**src/rtl/ms_uart_pkg.sv**
```systemverilog
// ms_uart_pkg: shared state encoding and constants for the UART TX arbiter
package ms_uart_pkg;

    typedef enum logic [1:0] {
        ST_IDLE = 2'd0,
        ST_HDR  = 2'd1,
        ST_XFER = 2'd2
    } state_t;

    localparam logic [7:0] HDR_BASE = 8'hA0;
    localparam int         MAX_NREQ = 8;

endpackage

```
**src/rtl/ms_uart_rr_pick.sv**
```systemverilog
// ms_uart_rr_pick: combinational round-robin winner search starting at the rotation pointer
module ms_uart_rr_pick #(
    parameter int NREQ = 4
) (
    input  logic [NREQ-1:0]         req_valid,
    input  logic [$clog2(NREQ)-1:0] rr_ptr,
    output logic [NREQ-1:0]         win,
    output logic [$clog2(NREQ)-1:0] win_idx,
    output logic                    any_valid
);
    import ms_uart_pkg::*;

    localparam int PW = $clog2(NREQ);

    logic [PW:0] pos;
    logic        found;

    // Walk the requesters in rotation order and keep the first valid one
    always_comb begin
        win_idx = '0;
        found   = 1'b0;
        pos     = '0;
        for (int k = 0; k < NREQ; k++) begin
            pos = {1'b0, rr_ptr} + (PW+1)'(k);
            pos = (pos >= (PW+1)'(NREQ)) ? pos - (PW+1)'(NREQ) : pos;
            if (!found && req_valid[pos[PW-1:0]]) begin
                found   = 1'b1;
                win_idx = pos[PW-1:0];
            end
        end
        win       = found ? (NREQ'(1) << win_idx) : '0;
        any_valid = found;
    end

endmodule

```
**src/rtl/ms_uart_tx_arb.sv**
```systemverilog
// ms_uart_tx_arb: round-robin arbiter sharing the UART TX FIFO write port among NREQ byte streams
// Optional per-grant header byte (8'hA0 | requester) enabled by defining UART_TX_ARB_HDR_EN
module ms_uart_tx_arb
    import ms_uart_pkg::*;
#(
    parameter int NREQ      = 4,
    parameter int MAX_BURST = 16
) (
    input  logic              CLK,
    input  logic              RESETN,
    input  logic              ENABLE,
    input  logic [NREQ-1:0]   REQ_VALID,
    input  logic [NREQ*8-1:0] REQ_DATA,
    input  logic [NREQ-1:0]   REQ_LAST,
    output logic [NREQ-1:0]   REQ_READY,
    input  logic              FIFO_FULL,
    output logic              FIFO_WR,
    output logic [7:0]        FIFO_DIN,
    output logic [NREQ-1:0]   GRANT,
    output logic              BUSY
);

    localparam int PW = $clog2(NREQ);
    localparam int CW = (MAX_BURST > 0) ? $clog2(MAX_BURST + 1) : 1;

    state_t          state_q, state_d;
    logic [NREQ-1:0] grant_q, grant_d;
    logic [PW-1:0]   gidx_q, gidx_d;
    logic [PW-1:0]   rr_ptr_q, rr_ptr_d;
    logic [CW-1:0]   cnt_q, cnt_d;

    logic [NREQ-1:0] win;
    logic [PW-1:0]   win_idx;
    logic            any_valid;
    logic            in_xfer;
    logic            xfer;
    logic            hdr_wr;
    logic            burst_hit;
    logic [7:0]      sel_data;

    ms_uart_rr_pick #(.NREQ(NREQ)) u_pick (
        .req_valid (REQ_VALID),
        .rr_ptr    (rr_ptr_q),
        .win       (win),
        .win_idx   (win_idx),
        .any_valid (any_valid)
    );

    // Steer the granted stream (or its header) onto the FIFO write port; idle drives zero
    always_comb begin
        sel_data  = REQ_DATA[gidx_q*8 +: 8];
        in_xfer   = state_q == ST_XFER;
        xfer      = in_xfer && !FIFO_FULL && REQ_VALID[gidx_q];
`ifdef UART_TX_ARB_HDR_EN
        hdr_wr    = (state_q == ST_HDR) && !FIFO_FULL;
        FIFO_DIN  = (state_q == ST_HDR) ? (HDR_BASE | 8'(gidx_q)) : in_xfer ? sel_data : 8'h00;
`else
        hdr_wr    = 1'b0;
        FIFO_DIN  = in_xfer ? sel_data : 8'h00;
`endif
        FIFO_WR   = xfer || hdr_wr;
        REQ_READY = (in_xfer && !FIFO_FULL) ? grant_q : '0;
        burst_hit = (MAX_BURST != 0) && (cnt_q + 1'b1 == CW'(MAX_BURST));
        GRANT     = grant_q;
        BUSY      = state_q != ST_IDLE;
    end

    // Arbitrate in IDLE, count payload bytes in XFER and release on LAST or burst limit
    always_comb begin
        state_d  = state_q;
        grant_d  = grant_q;
        gidx_d   = gidx_q;
        rr_ptr_d = rr_ptr_q;
        cnt_d    = cnt_q;
        if (state_q == ST_IDLE) begin
            if (ENABLE && any_valid) begin
                grant_d = win;
                gidx_d  = win_idx;
                cnt_d   = '0;
`ifdef UART_TX_ARB_HDR_EN
                state_d = ST_HDR;
`else
                state_d = ST_XFER;
`endif
            end
`ifdef UART_TX_ARB_HDR_EN
        end else if (state_q == ST_HDR) begin
            state_d = FIFO_FULL ? ST_HDR : ST_XFER;
`endif
        end else if (xfer) begin
            cnt_d = cnt_q + 1'b1;
            if (REQ_LAST[gidx_q] || burst_hit) begin
                state_d  = ST_IDLE;
                grant_d  = '0;
                cnt_d    = '0;
                rr_ptr_d = (gidx_q == PW'(NREQ - 1)) ? '0 : gidx_q + 1'b1;
            end
        end
    end

    // State registers; reset aborts any packet in flight immediately
    always_ff @(posedge CLK or negedge RESETN) begin
        if (!RESETN) begin
            state_q  <= ST_IDLE;
            grant_q  <= '0;
            gidx_q   <= '0;
            rr_ptr_q <= '0;
            cnt_q    <= '0;
        end else begin
            state_q  <= state_d;
            grant_q  <= grant_d;
            gidx_q   <= gidx_d;
            rr_ptr_q <= rr_ptr_d;
            cnt_q    <= cnt_d;
        end
    end

endmodule

```
**config.mk**
```make
export PLATFORM = sky130hd
export DESIGN_NAME = ms_uart_tx_arb
export DESIGN_NICKNAME = d
export VERILOG_FILES = /design/src/rtl/ms_uart_pkg.sv /design/src/rtl/ms_uart_rr_pick.sv /design/src/rtl/ms_uart_tx_arb.sv
export SDC_FILE = /design/constraint.sdc
export NUM_CORES = 1
export LEC_CHECK = 0
export ABC_CLOCK_PERIOD_IN_PS = 1820
export CAP_MARGIN = 20
export CORE_AREA = 4 4 61 63
export CTS_BUF_LIST = sky130_fd_sc_hd__clkbuf_4
export DETAILED_ROUTE_END_ITERATION = 12
export DIE_AREA = 0 0 65 67
export PLACE_DENSITY = 0.75
export SYNTH_ARGS = -nofsm -noshare
export SYNTH_HDL_FRONTEND = slang
export SYNTH_SLANG_ARGS = --single-unit
```
**constraint.sdc**
```tcl
create_clock -name CLK -period 1.82 [get_ports CLK]
set_input_delay 0.364 -clock CLK [delete_from_list [all_inputs] [get_ports CLK]]
set_output_delay 0.364 -clock CLK [all_outputs]
set_load 0.01 [all_outputs]
```
Word-level counts from Yosys, hierarchy flattened
Index checks and enable logic that the tools add are counted.
{"block": "word_totals", "output_inout_bits": 18, "romBits": 0, "ram_bits": 0, "in_bits": 44, "latch_bits": 0, "wordCells": 89, "ff_bits": 15, "mem_count": 0}
{"block": "op_classes", "multipliers": 0, "n_lt_le_gt_ge": 9, "addsub": 9, "shift": 2, "n_eq_ne": 4, "reduce_logical": 19, "bitwise": 1, "div_mod_pow": 0, "muxes": 40}
{"operator": "$shiftx 32x6->8", "count": 1}
{"operator": "$mux 2", "count": 13}
{"operator": "$mux 4", "count": 6}
{"operator": "$mux 5", "count": 4}
{"operator": "$lt 2x3->1 const B", "count": 5}
{"operator": "$bmux 1 s2", "count": 6}
{"operator": "$mux 1", "count": 10}
{"operator": "$ge 3x3->1 const B", "count": 3}
{"operator": "$mux 8", "count": 1}
{"operator": "$sub 2x1->2 const B", "count": 4}
{"operator": "$add 2x2->3 const B", "count": 2}
{"operator": "$logic_and 1x1->1", "count": 6}
{"operator": "$reduce_and 3->1", "count": 2}
{"operator": "$reduce_bool 2->1", "count": 3}
{"operator": "$add 5x1->5 const B", "count": 1}
{"operator": "$eq 5x5->1 const B", "count": 1}
{"operator": "$eq 2x2->1 const B", "count": 2}
{"operator": "$logic_not 1->1", "count": 4}
{"operator": "$reduce_and 2->1", "count": 2}
{"operator": "$shl 1x2->4 const A", "count": 1}
{"operator": "$add 2x1->3 const B", "count": 1}
{"operator": "$ge 2x3->1 const B", "count": 1}
{"operator": "$add 2x1->2 const B", "count": 1}
{"operator": "$logic_not 2->1", "count": 1}
{"operator": "other kinds (3)", "count": 3}

Depth between registers and ports, before layout
Gate-level depths: netlist of the first run.
{"block": "logic_depth", "word_depth": 18, "mapped_depth": 6, "ltp_nobuf": 5}

By module
From an unflattened synthesis of the first run, not the netlist that was laid out.
{"block": "unflattened", "cells_unflattened": 129, "area_unflattened_um2": 1196.1}
{"module": "ms_uart_tx_arb", "seq_area_each_um2": 350.3, "instances": 1, "cells_each": 97, "area_each_um2": 1013.5}
{"module": "ms_uart_rr_pick", "seq_area_each_um2": 0.0, "instances": 1, "cells_each": 32, "area_each_um2": 182.7}

Least setup slack after synthesis of the first run
Ideal clock, no wire load.
{"block": "synth_timing", "path_type": "flip-flop to flip-flop", "from": "register gidx_q[0]", "to": "register cnt_q[2]", "t_arrival_ps": 1670, "setup_time_ps": 66, "period_less_slack_ps": 1736, "stages_incl_launch_ff": 5, "n_path_buf": 0, "setup_slack_ps": 84, "required_ps": 1754, "cell_sequence": "dfrtp_1 -> mux4_2 -> or2_1 -> or4b_1 -> nand2_1"}
{"block": "synth_between", "elab_chain_len": 6, "word_cells_on_any_way": 11, "classes_between": "mux (7); reduce/logical (4)"}
{"item": "start: declaration", "line": "ms_uart_tx_arb.sv:28", "source": "logic [PW-1:0] gidx_q, gidx_d;"}
{"item": "start signal: assignment", "line": "ms_uart_tx_arb.sv:112", "source": "gidx_q <= gidx_d;"}
{"item": "$bmux 1 s2", "line": "ms_uart_tx_arb.sv:92", "source": "if (REQ_LAST[gidx_q] || burst_hit) begin"}
{"item": "$mux 1 (not written as such)", "line": "ms_uart_tx_arb.sv:92"}
{"item": "$logic_or 1x1->1", "line": "ms_uart_tx_arb.sv:92"}
{"item": "$mux 5", "line": "ms_uart_tx_arb.sv:92"}
{"item": "$mux 5", "line": "ms_uart_tx_arb.sv:90", "source": "end else if (xfer) begin"}
{"item": "$mux 5", "line": "ms_uart_tx_arb.sv:75", "source": "if (state_q == ST_IDLE) begin"}
{"item": "end signal: assignment", "line": "ms_uart_tx_arb.sv:114", "source": "cnt_q <= cnt_d;"}
{"item": "end: declaration", "line": "ms_uart_tx_arb.sv:30", "source": "logic [CW-1:0] cnt_q, cnt_d;"}
Several ways; a longest one is shown, not always the timed one. The select of a mux whose other input is x is not followed.
A chain may end at the register's enable or synchronous reset.

Worst setup path after layout of the first run
{"block": "layout_timing", "from": "register gidx_q[0]", "to": "output port FIFO_DIN[4]"}
{"block": "layout_between", "elab_chain_len": 2}
{"item": "$shiftx 32x6->8", "line": "ms_uart_tx_arb.sv:51", "source": "sel_data = REQ_DATA[gidx_q*8 +: 8];"}
{"item": "$mux 8", "line": "ms_uart_tx_arb.sv:59", "source": "FIFO_DIN = in_xfer ? sel_data : 8'h00;"}
{"item": "end: declaration", "line": "ms_uart_tx_arb.sv:18", "source": "output logic [7:0] FIFO_DIN,"}
Every way passes these cells.

==> metrics.txt, run 1 <==
status=finished, violations left; violated checks=negative setup slack; Max-Cap Viols=0; Placer Congestion=0.7880; WP buf/inv=2; register area share after synthesis=32.83%; DR pass1 iterations=4; Clock transition at path regs=0.08 ns; dominant cells by area after synthesis=dfrtp_1 (33%), mux4_2 (21%), and2_1 (7.6%), a32o_1 (3.8%), mux2_2 (3.2%); post-route minimum period=1.976 ns; Cell Chain, Critical Path=buf_12 -> mux4_2 -> and2_4 -> buf_6; CTS tree=yes; total CTS buffers=3; family with the most delay on the worst path=multiplexers; Final Hold Viols=0; fmax=506.2 MHz; starting density of the core=33.02%; layout cells sized above 1=32.97%; Final Instance Count excl. Fillers=228; fin. max-slew vios=0; WL/cell=15.54 um; Startpoint Class=flip-flop; number of nets with antenna violations after routing=0; DR vias=1184; crit path kind=reg2out; Cells after Synth=99; worst rel slew slack=58.98%; grt ovf=0; worst-margin pin slew=0.6133 ns; Nets=230; crit path max fanout=8; Sinks on Clock Net=14; Die H=67 um; Distinct cells, synth=29; Yosys top cell by area=dfrtp_1; IO Count=62; Tcrit/Tclk final=108.5%; Cell Pwr Density=1200 nW/um^2; syn nets=145; post-synth top area share=32.83%; DR vias/cell=5.193; Ys Warns=0; die area=4355 um^2; Placement Setup Slack=-0.5165 ns; Yosys reg bits=14; Worst-Skew Late Latency=0.28 ns; Routed WL=3543 um; row cnt=21; Final Util=61.09%; Post-Place Cells=221; DP Area=1869 um^2; number of DRC markers in iteration 0=26; RSZ-0062 raised after global routing=yes; Area Growth Syn to Fin=84.99%; hold_ws=0.4611 ns; global-route wire length before repair=5513 um; crit end category=primary output; dpl hpwl=2806 um; Power, Total=2.369 mW; final worst slack=-0.1555 ns; VDD IR max=0.5308 mV; setup tns final=-1.387 ns; Port Buffers=61; worst hold path type=in2async; deepest clock path buffer count=2; CORE AREA=3232 um^2; synthesized cell area=1067 um^2; Leak=0.8700 nW; CP required=1.46 ns; post-route cell area=1974 um^2; CP peak stage delay=0.51 ns; syn avg cell area=10.78 um^2; ANT cells=0; CTS Root Cell=clkbuf_4; initial antenna violation count=0; Arr. time, crit path=1.61 ns; htree depth=1; Residual DRC=0; largest net degree at the start of global routing=15; All-Layer GR Usage=16.64%; Fill cells=265; number of global-route vias before repair=1207; final setup vio count=13; clk_skew=0.002963 ns; Crit-path slowest cell=mux4_2; die width=65 um
## cell usage in the layout (no fill, tap or decap), types with 2 or more instances in the layout
master / n
nor2b_1: 4
a32o_1: 3
a221oi_1: 2
buf_6: 10
buf_2: 5
nand2_1: 6
mux2_4: 3
and2_1: 9
clkbuf_4: 3
buf_4: 15
ha_1: 2
nand3_1: 2
a22o_1: 2
a21oi_1: 4
mux4_2: 10
inv_1: 6
dlygate4sd2_1: 7
dfrtp_1: 14
nor2_1: 6
clkdlybuf4s50_1: 44
and2_4: 4
o21ai_0: 3
## power by group
group | internal [mW] | switching, mW | leakage [nW]
logic | 1.01 | 0.645 | 0.676
clock network | 0.0769 | 0.0959 | 0.0138
registers | 0.429 | 0.115 | 0.181
## path summary, 6_finish.rpt
check / startpoint / end / slack (ns) / depth (start not counted)
max reg2reg: gidx_q[0]$_DFFE_PN0P_ / cnt_q[2]$_DFFE_PN0P_ / -0.14 / 5
min reg2reg: rr_ptr_q[0]$_DFFE_PN0P_ / rr_ptr_q[0]$_DFFE_PN0P_ / 0.52 / 1
min in group CLK: rr_ptr_q[0]$_DFFE_PN0P_ / rr_ptr_q[0]$_DFFE_PN0P_ / 0.52 / 1
max in group asynchronous: RESETN / GRANT[0]$_DFFE_PN0P_ / 0.96 / 1
max: gidx_q[0]$_DFFE_PN0P_ / FIFO_DIN[4] / -0.16 / 4
min: RESETN / cnt_q[0]$_DFFE_PN0P_ / 0.46 / 1
## flip-flops by register name, summed over array words and instances (netlist names)
signal    flops
gidx_q        2
GRANT         4
cnt_q         5
state_q       1
rr_ptr_q      2
## cell families (layout without fill, tap and decap cells)
group / Yosys count / count (layout) / share of synthesized area [%]
simple gates: 38 / 38 / 19.81
mux: 13 / 13 / 24.27
buf+inv: 9 / 92 / 3.399
flops: 14 / 14 / 32.83
fa+ha+maj: 2 / 2 / 2.344
compound gates: 23 / 23 / 17.35
## synth_stat cells
library cell,count
a21o_1,1
a21oi_1,4
a221o_1,1
a221oi_1,2
a22o_1,2
a22oi_4,1
a32o_1,4
and2_1,13
and4b_1,1
buf_2,2
clkbuf_1,1
dfrtp_1,14
ha_1,2
inv_1,6
mux2_2,3
mux4_2,10
nand2_1,7
nand3_1,2
nor2_1,7
nor2b_1,4
nor3_1,1
o21ai_0,4
o21ai_2,1
o21bai_1,1
o22ai_1,1
o2bb2ai_1,1
or2_1,1
or4_4,1
or4b_1,1
## worst reg2reg max path, stage by stage (launching register included)
cell	delay [ns]
dfrtp_1	0.40
buf_6	0.14
mux4_2	0.52
or2_4	0.28
or4b_1	0.48
nand2_1	0.08
## repair_timing
action                     in CTS  in global routing
hold buffers                    0                  0
gates resized for setup        67                  6
setup endpoints to repair      25                 22
pin swaps                      15                  5
setup buffers                   4                  1
gates cloned                    0                  0
## area by class of cell
cell class / count / area [um^2] / area share, %
Tap cell: 46 / 57.56 / 2.915
Inverter: 6 / 22.52 / 1.141
Timing Repair Buffer: 83 / 782.0 / 39.61
Multi-Input combinational cell: 76 / 739.5 / 37.45
Sequential cell: 14 / 350.3 / 17.74
Clock buffer: 3 / 22.52 / 1.141
## metal layers
layer / share of wire (%) / GRT usage, % / vias to the layer above
met3: 8.7 / 3.373 / 3
li1: - / - / 548
met2: 52 / 32.44 / 56
met1: 39 / 17.91 / 577
met4: 1.0 / 4.749 / 0
met5: 0 / 0 / -
Power figures use the tool's default switching activity.
==> inputs of run 2 (changes only) <==
- CORE_AREA: 4 4 61 63 -> 4 4 52 73
- DIE_AREA: 0 0 65 67 -> 0 0 56 77
- PLACE_DENSITY: 0.75 -> 0.76
- SKIP_LAST_GASP: unset -> 1
==> metrics.txt, run 2 (synthesis gave the netlist of run 1 again) <==
status=finished, violations left; violated checks=negative setup slack; post-route minimum period=2.022 ns; GRT Max-Usage Layer=met2; ANT cells=0; crit end category=primary output; Arr. time, crit path=1.66 ns; Leak=0.8933 nW; WL/cell=16.97 um; IO Count=62; largest net degree at the start of global routing=15; clk_skew=0.003384 ns; dpl hpwl=2973 um; starting density of the core=34.17%; Biggest register=cnt_q; hold_ws=0.3789 ns; row cnt=24; CTS Root Cell=clkbuf_4; most common cell after layout, fill and taps aside=clkdlybuf4s50_1; crit path max fanout=8; Final Instance Count excl. Fillers=225; deepest clock path buffer count=2; total CTS buffers=3; GRT met1 Usage=19.13%; die width=56 um; final worst slack=-0.2015 ns; layout cells sized above 1=38.17%; DR pass1 iterations=4; switching part of the total=36.31%; Sinks on Clock Net=14; CTS tree=yes; CORE AREA=3123 um^2; Clock Power Share=7.0%; die area=4312 um^2; number of global-route vias before repair=1297; Cell Pwr Density=1264 nW/um^2; fmax=494.7 MHz; max reg flops=5; number of nets with antenna violations after routing=0; reported net switching power=0.9262 mW; worst hold path type=in2async; Worst-Skew Late Latency=0.28 ns; crit path kind=reg2out; Port Buffers=61; VDD IR max=0.7260 mV; Nets=233; DR vias/cell=5.316; initial antenna violation count=0; Clock transition at path regs=0.08 ns; most frequent cells in the layout=clkdlybuf4s50_1 (44), buf_4 (18), dfrtp_1 (14), buf_6 (14), mux4_2 (10); DP Area=1883 um^2; Pint=1.625 mW; Startpoint Class=flip-flop; CP required=1.46 ns; worst rel slew slack=77.05%; DR vias=1196; Final Hold Viols=0; Cell Chain, Critical Path=buf_12 -> mux4_2 -> and2_4 -> buf_6; RSZ-0062 raised after global routing=yes; CP peak stage delay=0.52 ns; WP buf/inv=2; Placer Congestion=0.8756; worst-margin pin slew=0.3442 ns; CTS Hold Buffers Added=0; Residual DRC=0; global-route wire length before repair=6092 um; number of DRC markers in iteration 0=31; Area Growth Syn to Fin=89.10%; post-route cell area=2018 um^2; htree depth=1; Crit-path slowest cell=mux4_2; Routed WL=3819 um; Final Util=64.62%; All-Layer GR Usage=17.59%; Tcrit/Tclk final=111.1%; met3 Usage GRT=3.193%; Max-Cap Viols=0; combinational group share of total power=71.1%; Die H=77 um; register share of total power=21.8%; fin. max-slew vios=0; final setup vio count=16; M2 GR Usage=33.37%; grt ovf=0; family with the most delay on the worst path=multiplexers; Post-Place Cells=217
run 2: changes by cell type in the layout (fill, tap and decap cells not counted), sizes merged:
| cell | change |
|---|---|
| clkinv | +1 |
| clkdlybuf4s15 | -1 |
| buf | +3 |
| clkbuf | +4 |
| dlygate4sd2 | -3 |
run 2: power by group through the flow:
stage	clock network [mW]	registers [mW]	logic [mW]
after floorplan	0	0.547	0.746
after global placement	0	0.534	1.48
after detailed placement	0	0.545	1.53
after CTS	0.185	0.544	1.62
after global routing	0.200	0.575	1.93
final	0.179	0.557	1.81
run 2: layout make-up:
cell class	count	area [um^2]
Fill cell	245	1105
Timing Repair Buffer	86	813.3
Multi-Input combinational cell	76	757.0
Sequential cell	14	350.3
Tap cell	39	48.80
Clock buffer	3	22.52
Inverter	6	22.52
Clock inverter	1	3.754
run 2: path summary, 6_finish.rpt:
kind                                    startpoint                 endpoint  slack [ns]  cells past startpoint
max in group asynchronous                   RESETN  rr_ptr_q[1]$_DFFE_PN0P_        1.27                      2
min                                         RESETN     cnt_q[3]$_DFFE_PN0P_        0.38                      2
max reg2reg                  gidx_q[0]$_DFFE_PN0P_     cnt_q[2]$_DFFE_PN0P_       -0.12                      5
min in group CLK           rr_ptr_q[0]$_DFFE_PN0P_  rr_ptr_q[0]$_DFFE_PN0P_        0.53                      1
max                          gidx_q[0]$_DFFE_PN0P_              FIFO_DIN[2]       -0.20                      4
min reg2reg                rr_ptr_q[0]$_DFFE_PN0P_  rr_ptr_q[0]$_DFFE_PN0P_        0.53                      1
run 2: per-stage QoR:
step	TNS [ns]	power (mW)	setup WS, ns
2_1_floorplan	0	1.293	0.08403
3_3_place_gp	-8.868	2.009	-0.4693
3_5_place_dp	-9.742	2.076	-0.5021
4_1_cts	-2.046	2.348	-0.2104
5_1_grt	-2.739	2.708	-0.2530
6_report	-1.732	2.551	-0.2015
run 2: timing repair:
| action | in CTS | in global routing |
|---|---|---|
| endpoints found under the setup margin | 25 | 25 |
| pin swaps | 12 | 10 |
| gates cloned | 0 | 0 |
| resized for setup | 60 | 30 |
| setup buffers | 3 | 3 |
run 2: per-layer routing:
layer | vias up | part of all wire (%)
met2 | 68 | 52
met1 | 573 | 37
li1 | 549 | -
met4 | 0 | 2.2
met3 | 6 | 8.0
met5 | - | 0
